## src/rtl/lpif_x4_half_rate_packer.sv

```systemverilog
// Packs two consecutive LPIF beats into one double-width word for a half-rate
// downstream; a lone beat is emitted as a partial word on flush or hold timeout.
//
// state | meaning
// IDLE  | nothing held
// HALF  | slot 0 holds one beat, waiting for its partner
// OUT   | packed word presented on dstrm_*, waiting for dstrm_ready
module lpif_x4_half_rate_packer #(
    parameter int FLUSH_TIMEOUT = 8
) (
    input  logic         lclk,
    input  logic         reset,
    input  logic [3:0]   in_state,
    input  logic [1:0]   in_protid,
    input  logic [127:0] in_data,
    input  logic         in_dvalid,
    input  logic [3:0]   in_crc,
    input  logic         in_crc_valid,
    input  logic         in_valid,
    output logic         in_ready,
    input  logic         flush,
    output logic [7:0]   dstrm_state,
    output logic [3:0]   dstrm_protid,
    output logic [255:0] dstrm_data,
    output logic [1:0]   dstrm_dvalid,
    output logic [7:0]   dstrm_crc,
    output logic [1:0]   dstrm_crc_valid,
    output logic [1:0]   dstrm_valid,
    output logic         dstrm_push,
    input  logic         dstrm_ready,
    output logic [15:0]  partial_cnt
);

    localparam int TW = (FLUSH_TIMEOUT > 1) ? $clog2(FLUSH_TIMEOUT + 1) : 1;
    localparam logic [TW-1:0] TIMER_MAX = TW'(FLUSH_TIMEOUT);

    typedef enum logic [1:0] {
        IDLE = 2'd0,
        HALF = 2'd1,
        OUT  = 2'd2
    } state_t;

    state_t state, state_nxt;

    logic [3:0]    slot_state;
    logic [1:0]    slot_protid;
    logic [127:0]  slot_data;
    logic          slot_dvalid;
    logic [3:0]    slot_crc;
    logic          slot_crc_valid;
    logic [TW-1:0] hold_timer;
    logic          out_partial;

    logic accept;
    logic timed_out;
    logic load_slot;
    logic emit_full;
    logic emit_partial;

    assign in_ready   = (state != OUT) | dstrm_ready;
    assign dstrm_push = (state == OUT) & dstrm_ready;
    assign accept     = in_valid & in_ready;
    assign timed_out  = (FLUSH_TIMEOUT != 0) && (hold_timer == TIMER_MAX);

    always_ff @(posedge lclk or posedge reset) begin
        if (reset) begin
            state <= IDLE;
        end else begin
            state <= state_nxt;
        end
    end

    always_comb begin
        state_nxt    = state;
        load_slot    = 1'b0;
        emit_full    = 1'b0;
        emit_partial = 1'b0;
        case (state)
            IDLE: begin
                if (accept) begin
                    load_slot = 1'b1;
                    state_nxt = HALF;
                end
            end
            HALF: begin
                // a real partner beat always wins over flush/timeout
                if (accept) begin
                    emit_full = 1'b1;
                    state_nxt = OUT;
                end else if (flush || timed_out) begin
                    emit_partial = 1'b1;
                    state_nxt    = OUT;
                end
            end
            OUT: begin
                if (dstrm_push) begin
                    if (accept) begin
                        load_slot = 1'b1;
                        state_nxt = HALF;
                    end else begin
                        state_nxt = IDLE;
                    end
                end
            end
            default: state_nxt = IDLE;
        endcase
    end

    always_ff @(posedge lclk or posedge reset) begin
        if (reset) begin
            slot_state     <= '0;
            slot_protid    <= '0;
            slot_data      <= '0;
            slot_dvalid    <= 1'b0;
            slot_crc       <= '0;
            slot_crc_valid <= 1'b0;
        end else if (load_slot) begin
            slot_state     <= in_state;
            slot_protid    <= in_protid;
            slot_data      <= in_data;
            slot_dvalid    <= in_dvalid;
            slot_crc       <= in_crc;
            slot_crc_valid <= in_crc_valid;
        end
    end

    always_ff @(posedge lclk or posedge reset) begin
        if (reset) begin
            hold_timer <= '0;
        end else if (load_slot) begin
            hold_timer <= '0;
        end else if (state == HALF && hold_timer != TIMER_MAX) begin
            hold_timer <= hold_timer + 1'b1;
        end
    end

    always_ff @(posedge lclk or posedge reset) begin
        if (reset) begin
            dstrm_state     <= '0;
            dstrm_protid    <= '0;
            dstrm_data      <= '0;
            dstrm_dvalid    <= '0;
            dstrm_crc       <= '0;
            dstrm_crc_valid <= '0;
            dstrm_valid     <= '0;
            out_partial     <= 1'b0;
        end else if (emit_full) begin
            dstrm_state     <= {in_state, slot_state};
            dstrm_protid    <= {in_protid, slot_protid};
            dstrm_data      <= {in_data, slot_data};
            dstrm_dvalid    <= {in_dvalid, slot_dvalid};
            dstrm_crc       <= {in_crc, slot_crc};
            dstrm_crc_valid <= {in_crc_valid, slot_crc_valid};
            dstrm_valid     <= 2'b11;
            out_partial     <= 1'b0;
        end else if (emit_partial) begin
            dstrm_state     <= {4'h0, slot_state};
            dstrm_protid    <= {2'h0, slot_protid};
            dstrm_data      <= {128'h0, slot_data};
            dstrm_dvalid    <= {1'b0, slot_dvalid};
            dstrm_crc       <= {4'h0, slot_crc};
            dstrm_crc_valid <= {1'b0, slot_crc_valid};
            dstrm_valid     <= 2'b01;
            out_partial     <= 1'b1;
        end
    end

    always_ff @(posedge lclk or posedge reset) begin
        if (reset) begin
            partial_cnt <= '0;
        end else if (dstrm_push && out_partial && partial_cnt != 16'hFFFF) begin
            partial_cnt <= partial_cnt + 16'd1;
        end
    end

endmodule

```

## config.mk

```make
export PLATFORM = sky130hd
export DESIGN_NAME = lpif_x4_half_rate_packer
export DESIGN_NICKNAME = d
export VERILOG_FILES = /design/src/rtl/lpif_x4_half_rate_packer.sv
export SDC_FILE = /design/constraint.sdc
export NUM_CORES = 1
export LEC_CHECK = 0
export BUFFER_PORTS_ARGS = -buffer_cell sky130_fd_sc_hd__buf_2
export CELL_PAD_IN_SITES_DETAIL_PLACEMENT = 1
export CELL_PAD_IN_SITES_GLOBAL_PLACEMENT = 1
export CORE_ASPECT_RATIO = 0.75
export CORE_MARGIN = 4
export CORE_UTILIZATION = 40
export CTS_CLUSTER_SIZE = 30
export DETAILED_ROUTE_END_ITERATION = 10
export GPL_TIMING_DRIVEN = 1
export PLACE_DENSITY = 0.87
export RECOVER_POWER = 25
export SLEW_MARGIN = 40
export SYNTH_ARGS = -nofsm -noshare
export SYNTH_HDL_FRONTEND = slang
export SYNTH_SLANG_ARGS = --single-unit
```

## constraint.sdc

```tcl
create_clock -name lclk -period 15.2 [get_ports lclk]
set_input_delay 0.76 -clock lclk [delete_from_list [all_inputs] [get_ports lclk]]
set_output_delay 0.76 -clock lclk [all_outputs]
set_load 0.05 [all_outputs]
```

==> flow_summary.yaml <==
critical_path:
  start_kind: "input pin"
  cpPeakStageDelay_ps: 3330
  critPathRequiredTime_ps: 14990
  crit_top_cell: "clkbuf_1"
  cp-end-kind: "asynchronous set/reset pin"
  criticalPathCategory: "input pin to asynchronous set/reset pin"
  path_delay_family: "buffers and inverters"
  r2r_cells: 4
  crit_arrival_ps: 7170
  critical-path-slowest-cell: "clkinvlp_2"
  worstPathMaxFanout: 135
  worstPathCellList: "clkbuf_1 > clkinvlp_2 > clkbuf_1"
  critical_path_depth: 3
  path_buf_inv: 3
timing:
  fmax_ghz: 0.136
  finClkSkew_ps: 18.5
  fin_crit_ps: 7370
  slew_headroom_pct: -304
  rsz0062_at_grt: "no"
  period_share_pct: 48.5
  hold_viol: 0
  setup_viol: 0
  tns_ps: 0
  maxSlewViolCount: 256
  worstMarginPinSlew_ps: 6030
  worst_hold_slack_ps: 451
drt:
  ant_nets: 0
  drt_iter0_drc: 495
  wirelength_mm: 47.1
  wire_per_inst_um: 23.2
  vias: 10628
  dr.pass1.iters: 4
  drc: 0
  routed_via_density: 5.25
final_layout:
  area_growth_pct: 25.7
  fin_cells: 2026
  layout.cells.most_common_list: "dfrtp_1, buf_2, mux2_2, a22o_1, clkbuf_16"
  mostFrequentLayoutCell: "dfrtp_1"
  layout-drive-gt1-share_pct: 54.5
  nets: 1609
  final_area_um2: 20700
floorplan:
  die_x_um: 242
  rows: 64
  core_area_um2: 40700
  dieHeight_um: 184
  die_area_um2: 44400
  boundaryPins: 445
  floorplan.initialDensity_pct: 40.4
cts:
  clk_transition_reported_paths_ps: 60
  cts_max_path_buffers: 3
  root_buffer: "clkbuf_16"
  cts_inserted_buffers: 45
  cts_tree: "built"
  cts_setup_buffers: 0
  cts_hold_buf: 0
  postCtsResizedCells: 0
  clk-insertion-delay-late_ps: 540
  cts.sinks: 445
  cts_max_level: 2
place:
  placed_area_um2: 19200
  gp_congestion: 0.790
  hpwlAfterDp_mm: 31.6
  dp.cells: 1942
  portBuffers: 444
global_route:
  grt_max_degree: 136
  grt_pass1_wl_mm: 73.1
  grt_overflow: 0
  grt_util_all_layers_pct: 20.7
  grt_pass1_vias: 12016
  grt_antenna_before_repair: 6
yosys:
  synth_edf_count: 0
  syn_area_per_cell_um2: 16.1
  synthTopCellsByArea: "dfrtp_1, mux2_2, a22o_1"
  async_flop_share_pct: 100
  synth_ff_type: "dfrtp_1"
  syn_area_um2: 16400
  synth_seq_area_share_pct: 67.7
  syn_inst: 1023
  netlist.area_leader.share_pct: 67.7
  synth_top_cell_by_area: "dfrtp_1"
  synth_nets: 1171
  ys_seq_elements: 445
  synth.distinct_cells: 40
  ys.warnings.count: 0
job:
  maxCapViolCount: 4
min_path:
  hold_path_depth: 2
  hold_class: "input pin to register"
run_status:
  outcome: "finished with violations"
  violations: "capacitance limit, slew limit"
-- registers in the layout, indices dropped and copies added, names as in the netlist --
name             flops
dstrm_crc            8
dstrm_crc_valid      2
dstrm_data         256
dstrm_dvalid         2
dstrm_protid         4
dstrm_state          8
dstrm_valid          2
hold_timer           4
out_partial          1
partial_cnt         16
slot_crc             4
slot_crc_valid       1
slot_data          128
slot_dvalid          1
slot_protid          2
slot_state           4
state                2
-- routing by layer --
metal / track usage, % / wire length (µm) / vias to the layer above
met3: 5.85 / 3040 / 89
met1: 24.6 / 18400 / 5592
met4: 5.85 / 1250 / 2
met5: 0 / 14 / -
met2: 37.1 / 24400 / 338
li1: - / - / 4607
-- through the flow --
stage,utilization [%],setup slack [ps]
global route,50.8,6350
CTS,50.8,12240
finish,50.8,7830
detailed placement,47.2,11990
global placement,47.1,11940
floorplan,-,2040
-- path summary, 6_finish.rpt --
path                                start         endpoint  slack [ps]
max                                 reset    slot_data[65]        7830
min in group asynchronous           reset   dstrm_data[45]        2110
min reg2reg                dstrm_valid[0]   dstrm_valid[0]         490
min                           in_data[60]  dstrm_data[188]         450
max in group lclk                state[0]   dstrm_data[21]       11430
max reg2reg                      state[0]   dstrm_data[21]       11430
-- cell usage after synthesis (2+ instances only) --
library cell / count
ha_1: 3
nand2_1: 9
mux2_2: 281
nor3_1: 2
clkbuf_1: 21
nor4_1: 2
xnor2_1: 11
nand3_1: 7
inv_1: 6
o211ai_1: 3
a21oi_1: 4
a22o_1: 140
nor2b_1: 2
dfrtp_1: 445
xor2_1: 5
or2_2: 2
buf_2: 40
buf_1: 3
and3_2: 2
nand4_1: 5
nor2_1: 10
a21o_1: 2
-- layout make-up --
cell class | count | area (µm²)
multi-input combinational | 508 | 5010
timing repair buffer | 455 | 2350
clock inverter | 9 | 101
tap | 528 | 661
sequential | 445 | 11100
clock buffer | 70 | 1370
fill | 4117 | 20000
inverter | 6 | 23.8
antenna | 5 | 12.5
-- cells by family after synthesis --
logic type | share of synthesized area, %
flops | 67.7
mux | 19.3
compound gates | 8.11
buf+inv | 1.90
simple gates | 1.85
xor+xnor | 0.853
fa+ha+maj | 0.228
Power is left out: the tool's default activity adds up to more than one toggle a clock period on the data nets, which glitch-free logic cannot reach.
